<file path="config.mk">
export PLATFORM = sky130hd
export DESIGN_NAME = msgsend
export DESIGN_NICKNAME = d
export VERILOG_FILES = /design/src/rtl/msgsend.sv
export SDC_FILE = /design/constraint.sdc
export NUM_CORES = 1
export LEC_CHECK = 0
export BUFFER_PORTS_ARGS = -buffer_cell sky130_fd_sc_hd__clkbuf_2
export CORE_MARGIN = 1.5
export CORE_UTILIZATION = 40
export DETAILED_ROUTE_END_ITERATION = 6
export SLEW_MARGIN = 20
export SYNTH_ARGS = -nofsm -noshare
export SYNTH_HDL_FRONTEND = slang
export SYNTH_SLANG_ARGS = --single-unit
</file>
<file path="constraint.sdc">
create_clock -name clk -period 5.74 [get_ports clk]
set_clock_uncertainty 0.1 [all_clocks]
set_input_delay 0.287 -clock clk [delete_from_list [all_inputs] [get_ports clk]]
set_output_delay 0.287 -clock clk [all_outputs]
set_load 0.02 [all_outputs]
</file>
<file path="src/rtl/msgsend.sv">
// rtl/msgsend.sv - response framer: buffers one response and serialises a CRC-protected frame to the UART TX
// Optional build macro: MSGSEND_SYNC_PREFIX_EN (leading SYNC_CHAR byte, 8-byte frames)

// Byte-wise CRC-16/CCITT (reflected) step shared with the receive-side checker
module msgsend_crc16 (
  input  logic [15:0] crc_in,
  input  logic [7:0]  data_in,
  output logic [15:0] crc_out
);

  logic [7:0] t0;
  logic [7:0] t1;

  // Fold one byte into the running CRC
  always_comb begin
    t0      = data_in ^ crc_in[7:0];
    t1      = t0 ^ {t0[3:0], 4'h0};
    crc_out = {t1, crc_in[15:8]} ^ {12'h000, t1[7:4]} ^ {5'b00000, t1, 3'b000};
  end

endmodule

module msgsend #(
  parameter logic [7:0] RESP_HDR  = 8'h72,
  parameter logic [7:0] SYNC_CHAR = 8'h7e
) (
  input  logic       clk,
  input  logic       rst_n,
  input  logic       in_stb,
  input  logic [5:0] in_seq,
  input  logic [7:0] in_dat,
  output logic       in_ready,
  output logic [7:0] tx_data,
  output logic       tx_start,
  input  logic       tx_busy,
  output logic       busy_o
);

  typedef enum logic [3:0] {
    S_IDLE,
`ifdef MSGSEND_SYNC_PREFIX_EN
    S_PRE,
`endif
    S_HDR,
    S_SEQ,
    S_CNT,
    S_DAT,
    S_CRC0,
    S_CRC1,
    S_TERM,
    S_WAIT
  } state_t;

  // First byte state of every frame depends on whether the sync prefix is built in
`ifdef MSGSEND_SYNC_PREFIX_EN
  localparam state_t FIRST_STATE = S_PRE;
`else
  localparam state_t FIRST_STATE = S_HDR;
`endif

  state_t      state_q, state_d;
  logic        buf_full_q, buf_full_d;
  logic [5:0]  buf_seq_q, buf_seq_d;
  logic [7:0]  buf_dat_q, buf_dat_d;
  logic [5:0]  frm_seq_q, frm_seq_d;
  logic [7:0]  frm_dat_q, frm_dat_d;
  logic [15:0] crc_q, crc_d;
  logic [7:0]  tx_data_q, tx_data_d;
  logic        tx_start_q, tx_start_d;

  logic        can_issue;
  logic        fold_crc;
  logic [7:0]  cur_byte;
  logic [15:0] crc_next;

  // A byte may start only when the UART is idle and the guard cycle after the last start has passed
  assign can_issue = !tx_busy && !tx_start_q;

  assign in_ready = !buf_full_q;
  assign tx_data  = tx_data_q;
  assign tx_start = tx_start_q;
  assign busy_o   = (state_q != S_IDLE) || buf_full_q;

  // Select the byte belonging to the current frame position and whether it is CRC-covered
  always_comb begin
    cur_byte = 8'h00;
    fold_crc = 1'b0;
    case (state_q)
`ifdef MSGSEND_SYNC_PREFIX_EN
      S_PRE:  cur_byte = SYNC_CHAR;
`endif
      S_HDR:  begin cur_byte = RESP_HDR;           fold_crc = 1'b1; end
      S_SEQ:  begin cur_byte = {2'b00, frm_seq_q}; fold_crc = 1'b1; end
      S_CNT:  begin cur_byte = 8'h01;              fold_crc = 1'b1; end
      S_DAT:  begin cur_byte = frm_dat_q;          fold_crc = 1'b1; end
      S_CRC0: cur_byte = crc_q[15:8];
      S_CRC1: cur_byte = crc_q[7:0];
      S_TERM: cur_byte = SYNC_CHAR;
      default: cur_byte = 8'h00;
    endcase
  end

  msgsend_crc16 u_crc (
    .crc_in  (crc_q),
    .data_in (cur_byte),
    .crc_out (crc_next)
  );

  // Next-state logic: holding buffer capture, frame sequencing and byte issue
  always_comb begin
    state_d    = state_q;
    buf_full_d = buf_full_q;
    buf_seq_d  = buf_seq_q;
    buf_dat_d  = buf_dat_q;
    frm_seq_d  = frm_seq_q;
    frm_dat_d  = frm_dat_q;
    crc_d      = crc_q;
    tx_data_d  = tx_data_q;
    tx_start_d = 1'b0;

    // in_ready is the registered empty flag, so capture never coincides with a transfer
    if (in_stb && !buf_full_q) begin
      buf_full_d = 1'b1;
      buf_seq_d  = in_seq;
      buf_dat_d  = in_dat;
    end

    case (state_q)
      S_IDLE: begin
        if (buf_full_q) begin
          frm_seq_d  = buf_seq_q;
          frm_dat_d  = buf_dat_q;
          crc_d      = 16'hffff;
          buf_full_d = 1'b0;
          state_d    = FIRST_STATE;
        end
      end
      S_WAIT: begin
        // Chain straight into the next buffered frame once the terminator has gone out
        if (can_issue) begin
          if (buf_full_q) begin
            frm_seq_d  = buf_seq_q;
            frm_dat_d  = buf_dat_q;
            crc_d      = 16'hffff;
            buf_full_d = 1'b0;
            state_d    = FIRST_STATE;
          end else begin
            state_d = S_IDLE;
          end
        end
      end
`ifdef MSGSEND_SYNC_PREFIX_EN
      S_PRE,
`endif
      S_HDR, S_SEQ, S_CNT, S_DAT, S_CRC0, S_CRC1, S_TERM: begin
        if (can_issue) begin
          tx_data_d  = cur_byte;
          tx_start_d = 1'b1;
          if (fold_crc) begin
            crc_d = crc_next;
          end
          case (state_q)
`ifdef MSGSEND_SYNC_PREFIX_EN
            S_PRE:  state_d = S_HDR;
`endif
            S_HDR:  state_d = S_SEQ;
            S_SEQ:  state_d = S_CNT;
            S_CNT:  state_d = S_DAT;
            S_DAT:  state_d = S_CRC0;
            S_CRC0: state_d = S_CRC1;
            S_CRC1: state_d = S_TERM;
            default: state_d = S_WAIT;
          endcase
        end
      end
      default: state_d = S_IDLE;
    endcase
  end

  // State and output registers; reset abandons any frame and drops the buffered response
  always_ff @(posedge clk) begin
    if (!rst_n) begin
      state_q    <= S_IDLE;
      buf_full_q <= 1'b0;
      buf_seq_q  <= 6'h00;
      buf_dat_q  <= 8'h00;
      frm_seq_q  <= 6'h00;
      frm_dat_q  <= 8'h00;
      crc_q      <= 16'hffff;
      tx_data_q  <= 8'h00;
      tx_start_q <= 1'b0;
    end else begin
      state_q    <= state_d;
      buf_full_q <= buf_full_d;
      buf_seq_q  <= buf_seq_d;
      buf_dat_q  <= buf_dat_d;
      frm_seq_q  <= frm_seq_d;
      frm_dat_q  <= frm_dat_d;
      crc_q      <= crc_d;
      tx_data_q  <= tx_data_d;
      tx_start_q <= tx_start_d;
    end
  end

endmodule

</file>
==> flow_summary.toml, run 1 <==
[route]
viasPerCell = 5.33
routed_wl_mm = 7.57
drc = 0
ant_nets = 0
wl_per_cell_um = 15.0
drt-pass1-iter-count = 4
dr.first_iter.drc_count = 195
num_vias = 2693

[global_route]
grt_pass1_wl_mm = 12.6
grt_max_degree = 38
gr-max-usage-layer = "met2"
use_met2_pct = 31.9
grt_pass1_vias = 2551
grt_antenna_before_repair = 0
grt_use_met1_pct = 25.2
grt_use_total_pct = 19.6
grt-ovfl-total = 0
use_met3_pct = 4.48

[sta]
fin_crit_ns = 2.76
hold_viol = 0
slew_violations = 0
tns_ns = 0
worst_slack_ns = 2.98
slew_headroom_pct = 39.8
period_share_pct = 48.1
worst_pin_slew_ns = 0.901
setup_viol = 0
fin_hold_ws_ns = 0.0609
rsz0062_at_grt = "no"
fmax_ghz = 0.362

[clocking]
cts_setup_buffers = 0
clkLatencyLatePin_ns = 0.34
cts_buffer_depth = 2
cts_made_buffers = 9
cts_sinks = 58
cts_root_buffer = "clkbuf_8"
holdBufCountCts = 0
cts_tree = "built"
path_clk_slew_ns = 0.07
htreeDepth = 3
cts_resized = 0

[placed_design]
portBuffers = 28
dpl.hpwl_mm = 5.39
place_ws_ns = 3.00
dpl_cell_area_um2 = 3220
placed_cells = 490
gp_congestion = 0.914

[worst_hold_path]
whs_endpoint = "buf_dat_q[5]$_SDFFE_PN0P_"
hold_class = "input port to register"
hp-start = "in_dat[5]"
hold_depth = 3

[critical_path]
reg2reg_from = "state_q[1]$_SDFFE_PN0P_"
r2r_slack_ns = 2.98
cp_data_arrival_time_ns = 2.89
crit_fanout = 26
r2r-end = "crc_q[8]$_SDFFE_PN1P_"
crit_path_end_kind = "register"
critPathKind = "register to register"
crit_required_ns = 5.87
worstRegToRegCells = 8
crit_path_start_kind = "register"

[logic_synthesis]
synthTopCellsByArea = "dfxtp_1 (38%), nand2_1 (11%), a21oi_1 (6.5%), mux2i_1 (3.6%), xnor2_1 (3.5%)"
ys_warn_count = 0
synth_common_cells = "nand2_1 (85), dfxtp_1 (58), a21oi_1 (39), nor2_1 (24), o21ai_0 (13)"
synthCells = 383
netlist.area_leader.share_pct = 38.4
synth.cell_area_um2 = 3020
synthFlopType = "dfxtp_1"
syn-num-nets = 401
synth_edf_count = 0
ys_ff_latch = 58
synth_top_cell_by_area = "dfxtp_1"
async_reset_ff_share_pct = 0
yosysSeqAreaShare_pct = 38.4
synth_cell_type_count = 54
yosysMostFrequentCell = "nand2_1"
syn_area_per_cell_um2 = 7.90

[floorplan]
ioPinCount = 29
die_h_um = 90.0
dieArea_um2 = 8090
rows = 31
core_um2 = 7290
die_w_um = 90.0
start_util_pct = 41.5

[cells_and_area]
design_area_um2 = 3420
syn_to_final_growth_pct = 13.2
nets = 420
fin_util_pct = 47.0
antenna_cells_inserted = 0
drive_gt1_share_pct = 14.3
fin_cells = 505

[status]
outcome = "finished clean"

[pwr]
p_leak_nw = 1.28
finalPower_mw = 1.09
peakVddDrop_mv = 0.179
powerDensity_nw_per_um2 = 318

[flow_run]
cap_violations = 0
-- layout make-up --
cell class / count / area [um^2]
Fill cell: 772 / 3870
Multi-Input combinational cell: 290 / 1720
Sequential cell: 58 / 1160
Timing Repair Buffer: 33 / 178
Clock buffer: 9 / 124
Tap cell: 99 / 124
Clock inverter: 6 / 82.6
Inverter: 10 / 37.5
-- layout by cell type (no fill, tap or decap), types with 9 or more instances in the layout --
| master | count |
|---|---|
| mux2i_1 | 11 |
| nor3_1 | 10 |
| o21ai_0 | 13 |
| a21oi_1 | 39 |
| xnor2_1 | 12 |
| clkbuf_8 | 9 |
| clkbuf_2 | 28 |
| dfxtp_1 | 58 |
| inv_1 | 9 |
| nor2_1 | 24 |
| nand2_1 | 85 |
-- worst max path at each step --
stage	start	to	slack, ns	depth (start not counted)
6_report	state_q[1]$_SDFFE_PN0P_	crc_q[8]$_SDFFE_PN1P_	2.98	8
5_1_grt	state_q[1]$_SDFFE_PN0P_	crc_q[8]$_SDFFE_PN1P_	2.71	8
4_1_cts	state_q[1]$_SDFFE_PN0P_	crc_q[8]$_SDFFE_PN1P_	3.00	8
3_5_place_dp	state_q[1]$_SDFFE_PN0P_	crc_q[8]$_SDFFE_PN1P_	3.00	8
3_3_place_gp	state_q[3]$_SDFFE_PN0P_	crc_q[0]$_SDFFE_PN1P_	3.10	7
2_1_floorplan	state_q[0]$_SDFFE_PN0P_	crc_q[2]$_SDFFE_PN1P_	3.47	8
-- sequential cells by signal, indices dropped and copies added (netlist names) --
signal,flops
buf_seq_q,6
frm_seq_q,6
tx_start,1
tx_data,8
crc_q,16
frm_dat_q,8
buf_full_q,1
state_q,4
buf_dat_q,8
-- critical path, cell delays in order, from the launching register on --
cell and delay [ns]:
dfxtp_1 0.48, buf_4 0.35, nor2b_1 0.34, a221oi_1 0.15, a311oi_1 0.46, a2111oi_4 0.10
xnor2_1 0.37, xnor2_1 0.11, o22a_1 0.18
-- where the power goes --
group          internal [mW]  leakage [nW]  switching [mW]
Combinational         0.0899         0.698           0.141
Clock                  0.239         0.105           0.168
Sequential             0.428         0.472          0.0236
-- cell families after synthesis --
logic type / after synthesis / synth area share (%)
AOI/OAI and AO/OA: 100 / 22.4
xor gates and xnor gates: 19 / 6.21
buffers and inverters: 35 / 4.80
DFF: 58 / 38.4
muxes: 13 / 4.39
and+or+nand+nor: 158 / 23.8
-- per-layer routing --
layer / vias to the layer above / routed length [um]
li1: 1371 / -
met1: 1250 / 3570
met2: 62 / 3580
met3: 10 / 321
met4: 0 / 106
met5: - / 0
(Power assumes the default switching activity.)
==> run 2: changes to the inputs <==
--- a/config.mk
+++ b/config.mk
@@ -5,6 +5,7 @@
 export SDC_FILE = /design/constraint.sdc
 export NUM_CORES = 1
 export LEC_CHECK = 0
+export ABC_AREA = 1
 export BUFFER_PORTS_ARGS = -buffer_cell sky130_fd_sc_hd__clkbuf_2
 export CORE_MARGIN = 1.5
 export CORE_UTILIZATION = 40
==> constraint.sdc (replaced) <==
create_clock -name clk -period 2.47 [get_ports clk]
set_clock_uncertainty 0.1 [all_clocks]
set_input_delay 0.1235 -clock clk [delete_from_list [all_inputs] [get_ports clk]]
set_output_delay 0.1235 -clock clk [all_outputs]
set_load 0.02 [all_outputs]
==> run 2 against run 1 <==
Synthesized cell count up 20%. Sequential power rose to 3.1 times the previous value. Final area up 7.8%. Critical path depth up 7. First-iteration DRC count up 12%. Worst hold slack better by 0.075 ns. Die area up 0.76%. Routed wire length up 5.3%. Critical endpoint is now crc_q[2]$_SDFFE_PN1P_.
==> flow_summary.toml, run 2 <==
[pwr]
p_leak_nw = 1.83
switching_share_pct = 44.3
powerDensity_nw_per_um2 = 1300
combPwrFrac_pct = 47.7
clkPwrFrac_pct = 23.4
power_switching_mw = 2.12
intPower_mw = 2.67
peakVddDrop_mv = 0.538
pwr-share-seq_pct = 28.9

[cells_and_area]
seq_area_um2 = 1160
syn_to_final_growth_pct = 21.1
largest_reg_flops = 16
regMostFlops = "crc_q"
antenna_cells_inserted = 0
drive_gt1_share_pct = 18.3
final_cell_mix = "nand2_1 (98), nor2_1 (67), dfxtp_1 (58), nand3_1 (57), o21ai_0 (42)"
final_common_cell = "nand2_1"
fillers = 748
fin_util_pct = 50.4
multi_input_comb_area_um2 = 1650
nets = 523

[sta]
worst_slack_ns = 0.210
fin_crit_ns = 2.26
tns_ns = 0
rsz0062_at_grt = "no"
period_share_pct = 91.5
worst_pin_slew_ns = 0.532
hold_viol = 0
fmax_ghz = 0.442
setup_viol = 0
slew_violations = 0
slew_headroom_pct = 64.5

[critical_path]
crit_fanout = 10
cpPeakStageDelay_ns = 0.49
crit_top_cell = "nand2_1"
cp_slowest_cell = "dfxtp_1"
crit_chain = "inv_2 > nor2_2 > nand2_2 > nor2_1 > nor2_2 > nand2_1 > nand2_1 > nand2_2 > inv_1 > nand2_2 > nand2_2 > nand2_1 > nand3_1 > nand2_1 > nand2_1"
critPathKind = "register to register"
r2r_slack_ns = 0.21
crit_path_start_kind = "register"
worstRegToRegCells = 15
cp_data_arrival_time_ns = 2.40
crit_path_end_kind = "register"
crit_required_ns = 2.61

[logic_synthesis]
syn-num-nets = 476
syn_area_per_cell_um2 = 6.65
netlist.area_leader.share_pct = 38.1
synth.cell_area_um2 = 3050
synth_edf_count = 0
ys_ff_latch = 58
synthTopCellsByArea = "dfxtp_1 (38%), nand2_1 (12%), nand3_1 (9.4%), nor2_1 (8.3%), o21ai_0 (6.9%)"
synthFlopType = "dfxtp_1"
ys_warn_count = 0
async_reset_ff_share_pct = 0
synth_common_cells = "nand2_1 (98), nor2_1 (67), dfxtp_1 (58), nand3_1 (57), o21ai_0 (42)"
yosysMostFrequentCell = "nand2_1"
synthCells = 458
synth_cell_type_count = 29
yosysSeqAreaShare_pct = 38.1
synth_top_cell_by_area = "dfxtp_1"

[placed_design]
portBuffers = 28
dpl.hpwl_mm = 5.60
place_ws_ns = 0.168
gp_congestion = 0.872

[global_route]
grt_use_met1_pct = 27.5
grt_max_degree = 29
grt_pass1_wl_mm = 13.4
gr-max-usage-layer = "met2"
grt_pass1_vias = 2892
grt_use_total_pct = 20.6
grt_antenna_before_repair = 0
use_met2_pct = 31.8
use_met3_pct = 4.46
grt-ovfl-total = 0

[route]
viasPerCell = 5.06
dr.first_iter.drc_count = 218
routed_wl_mm = 7.97
wl_per_cell_um = 13.1
num_vias = 3074
ant_nets = 0
drc = 0
drt-pass1-iter-count = 5

[floorplan]
ioPinCount = 29
core_um2 = 7330
start_util_pct = 41.6
die_w_um = 90.3
die_h_um = 90.3
rows = 31
dieArea_um2 = 8150

[clocking]
cts_made_buffers = 9
cts_tree = "built"
cts_setup_buffers = 0
cts_sinks = 58
htreeDepth = 3
cts_root_buffer = "clkbuf_8"
clkLatencyLatePin_ns = 0.34
cts_resized = 0
path_clk_slew_ns = 0.07
cts_buffer_depth = 2

[flow_run]
cap_violations = 0

[worst_hold_path]
hold_class = "input port to register"
hold_depth = 2

[status]
outcome = "finished clean"
## run 2: changes by cell type after synthesis, moves of 13 or more
cell,change
nand3_1,+52
nor2_1,+43
nand2_2,+15
o21ai_0,+29
a21oi_1,-25
nand2_1,+13
inv_1,+30
## run 2: worst max-delay path: cells and delay by family, from the launching register on
kind	cells	cell delay [ns]
flip-flops	1	0.49
buffers and inverters	2	0.17
AND/OR/NAND/NOR	13	1.41
## run 2: metal layers
layer,vias up,wire [um]
met1,1386,3860
met5,-,0
met3,16,399
met2,82,3530
li1,1590,-
met4,0,175
## run 2: cells by family (layout without fill, tap and decap cells)
group | Yosys count | after routing | synth area share, %
flip-flops | 58 | 58 | 38.1
AO/OA/AOI/OAI | 77 | 77 | 13.7
buffers and inverters | 59 | 109 | 8.13
AND/OR/NAND/NOR | 264 | 265 | 40.1
## run 2: power groups by stage
stage	registers, mW	clock network [mW]	logic, mW
2_1_floorplan	1.42	0	1.69
3_3_place_gp	1.40	0	2.21
3_5_place_dp	1.40	0	2.23
4_1_cts	1.38	1.14	2.26
5_1_grt	1.42	1.17	2.59
6_report	1.38	1.12	2.29
## run 2: through the flow
stage               hold slack, ns  std cells  power [mW]  instance area, um^2
finish                       0.135        608        4.79                 3690
global route                 0.161        608        5.18                 3690
CTS                          0.114        607        4.79                 3690
detailed placement           0.279        577        3.63                 3290
global placement             0.271        577        3.61                 3290
floorplan                    0.184        458        3.10                 3050
## run 2: timing repair
action / in CTS / in global routing
hold buffers: 15 / 0
setup endpoints to repair: 0 / 3
hold endpoints to repair: 15 / 0
## run 2: cell type report
cell class / count / area share (%)
multi-input combinational: 342 / 44.6
sequential: 58 / 31.4
timing repair buffer: 51 / 9.49
inverter: 43 / 4.37
clock buffer: 11 / 4.10
tap: 99 / 3.35
clock inverter: 4 / 2.68
## run 2: path summary, 6_finish.rpt
check,start,end
worst min register to register,frm_seq_q[5]$_SDFFE_PN0P_,frm_seq_q[5]$_SDFFE_PN0P_
worst min-delay path,rst_n,crc_q[6]$_SDFFE_PN1P_
worst max register to register,state_q[2]$_SDFFE_PN0P_,crc_q[2]$_SDFFE_PN1P_
worst max-delay path,state_q[2]$_SDFFE_PN0P_,crc_q[2]$_SDFFE_PN1P_
==> run 3: changes to the inputs <==
--- a/config.mk
+++ b/config.mk
@@ -8,7 +8,8 @@
 export ABC_AREA = 1
 export BUFFER_PORTS_ARGS = -buffer_cell sky130_fd_sc_hd__clkbuf_2
 export CORE_MARGIN = 1.5
-export CORE_UTILIZATION = 40
+export CORE_UTILIZATION = 30
+export CTS_BUF_LIST = sky130_fd_sc_hd__clkbuf_4 sky130_fd_sc_hd__clkbuf_8 sky130_fd_sc_hd__clkbuf_16
 export DETAILED_ROUTE_END_ITERATION = 6
 export SLEW_MARGIN = 20
 export SYNTH_ARGS = -nofsm -noshare
==> run 3 against run 2 <==
Sequential share of layout area rose by 0.24 points. Critical path depth fell by 1. Power shrank 6.6%. Clock power down 29%. Fmax is 1.7% higher. Sequential cell count is the same. Register-to-register slack better by 0.04 ns. Clock-buffer cell count shrank 2. Via count fell by 0.33%. Combinational power barely moved. Global-route usage shrank 5.4 points. Highest routed layer unchanged.
==> flow_summary.toml, run 3 (same netlist as run 2, synthesis figures left out) <==
[cells_and_area]
drive_gt1_share_pct = 18.4
design_area_um2 = 3660
fin_util_pct = 37.3
syn_to_final_growth_pct = 20.2
largest_reg_flops = 16
final_cell_mix = "nand2_1 (98), nor2_1 (67), dfxtp_1 (58), nand3_1 (57), o21ai_0 (42)"
fin_cells = 643
final_common_cell = "nand2_1"
antenna_cells_inserted = 0
nets = 523
regMostFlops = "crc_q"

[pwr]
switching_share_pct = 47.9
combPwrFrac_pct = 51.4
peakVddDrop_mv = 0.297
powerDensity_nw_per_um2 = 1220
finalPower_mw = 4.48
intPower_mw = 2.33
clkPwrFrac_pct = 17.8
pwr-share-seq_pct = 30.9
p_leak_nw = 1.79
power_switching_mw = 2.15

[placed_design]
gp_congestion = 0.887
placed_cells = 612
dpl_cell_area_um2 = 3340
place_ws_ns = 0.286
dpl.hpwl_mm = 5.88
portBuffers = 28

[critical_path]
crit_path_end_kind = "register"
crit_path_start_kind = "register"
crit_required_ns = 2.61
critPathKind = "register to register"
worstRegToRegCells = 14
crit_fanout = 23
r2r_slack_ns = 0.25
cp_data_arrival_time_ns = 2.36

[worst_hold_path]
hold_class = "input port to register"
hold_depth = 2

[route]
wl_per_cell_um = 12.2
viasPerCell = 4.77
routed_wl_mm = 7.86
drt-pass1-iter-count = 4
num_vias = 3064
dr.first_iter.drc_count = 213
drc = 0
ant_nets = 0

[global_route]
grt_antenna_before_repair = 0
grt_use_total_pct = 15.2
grt_pass1_wl_mm = 13.2
grt_max_degree = 26
grt-ovfl-total = 0
grt_pass1_vias = 2931

[floorplan]
dieArea_um2 = 10800
rows = 36
die_h_um = 104
ioPinCount = 29
start_util_pct = 31.0
die_w_um = 104
core_um2 = 9820

[sta]
setup_viol = 0
slew_violations = 0
worst_pin_slew_ns = 0.653
tns_ns = 0
slew_headroom_pct = 56.4
fin_hold_ws_ns = 0.162
period_share_pct = 90.0
rsz0062_at_grt = "no"
fmax_ghz = 0.450
fin_crit_ns = 2.22
worst_slack_ns = 0.248
hold_viol = 0

[clocking]
cts_setup_buffers = 0
cts_sinks = 58
cts_resized = 0
cts_root_buffer = "clkbuf_8"
cts_made_buffers = 9
clkLatencyLatePin_ns = 0.35
holdBufCountCts = 15
path_clk_slew_ns = 0.07
cts_tree = "built"
htreeDepth = 3
cts_buffer_depth = 2

[flow_run]
cap_violations = 0

[status]
outcome = "finished clean"
-- run 3: cell types whose count changed in the layout (fill, tap and decap cells not counted), moves of 2 or more --
cell,change
bufinv_16,-3
clkbuf_8,-2
clkinv_4,+2
clkinvlp_4,+2
-- run 3: routing by layer --
metal  global-route usage (%)  up-vias  wire length (um)
met5                        0        -                 0
met4                     10.1        0               212
met3                     2.96       18               290
met2                     24.3       57              3590
met1                     18.7     1399              3770
li1                         -     1590                 -
-- run 3: power by group through the flow --
| stage | Clock, mW | Combinational (mW) | Sequential, mW |
|---|---|---|---|
| 3_5_place_dp | 0 | 2.26 | 1.40 |
| 2_1_floorplan | 0 | 1.69 | 1.42 |
| 3_3_place_gp | 0 | 2.23 | 1.40 |
| 5_1_grt | 0.851 | 2.59 | 1.41 |
| 4_1_cts | 0.815 | 2.29 | 1.38 |
| 6_report | 0.796 | 2.30 | 1.38 |
-- run 3: critical path, cell delays in order, from the launching register on --
cell and delay [ns]:
dfxtp_1 0.51, inv_2 0.08, nor2_4 0.08, buf_4 0.27, nand2_1 0.16, nor2_1 0.21
nor2_4 0.07, nand2_2 0.07, nand2_1 0.05, nand2_1 0.16, nand2_1 0.08, nand3_1 0.08
nand3_1 0.09, nand2_1 0.07, nand2_1 0.04
-- run 3: area by class of cell --
cell class              count  area (um^2)
inverters                  43          161
clock buffers               9          124
fillers                  1117         6150
clock inverters             7         55.1
multi-input cells         341         1640
flip-flops and latches     58         1160
repair buffers             52          358
well taps                 133          166
-- run 3: final timing paths --
| path | startpoint | to |
|---|---|---|
| worst min-delay path | rst_n | crc_q[6]$_SDFFE_PN1P_ |
| worst max-delay path | state_q[2]$_SDFFE_PN0P_ | crc_q[8]$_SDFFE_PN1P_ |
| worst max register to register | state_q[2]$_SDFFE_PN0P_ | crc_q[8]$_SDFFE_PN1P_ |
| worst min register to register | frm_dat_q[5]$_SDFFE_PN0P_ | frm_dat_q[5]$_SDFFE_PN0P_ |
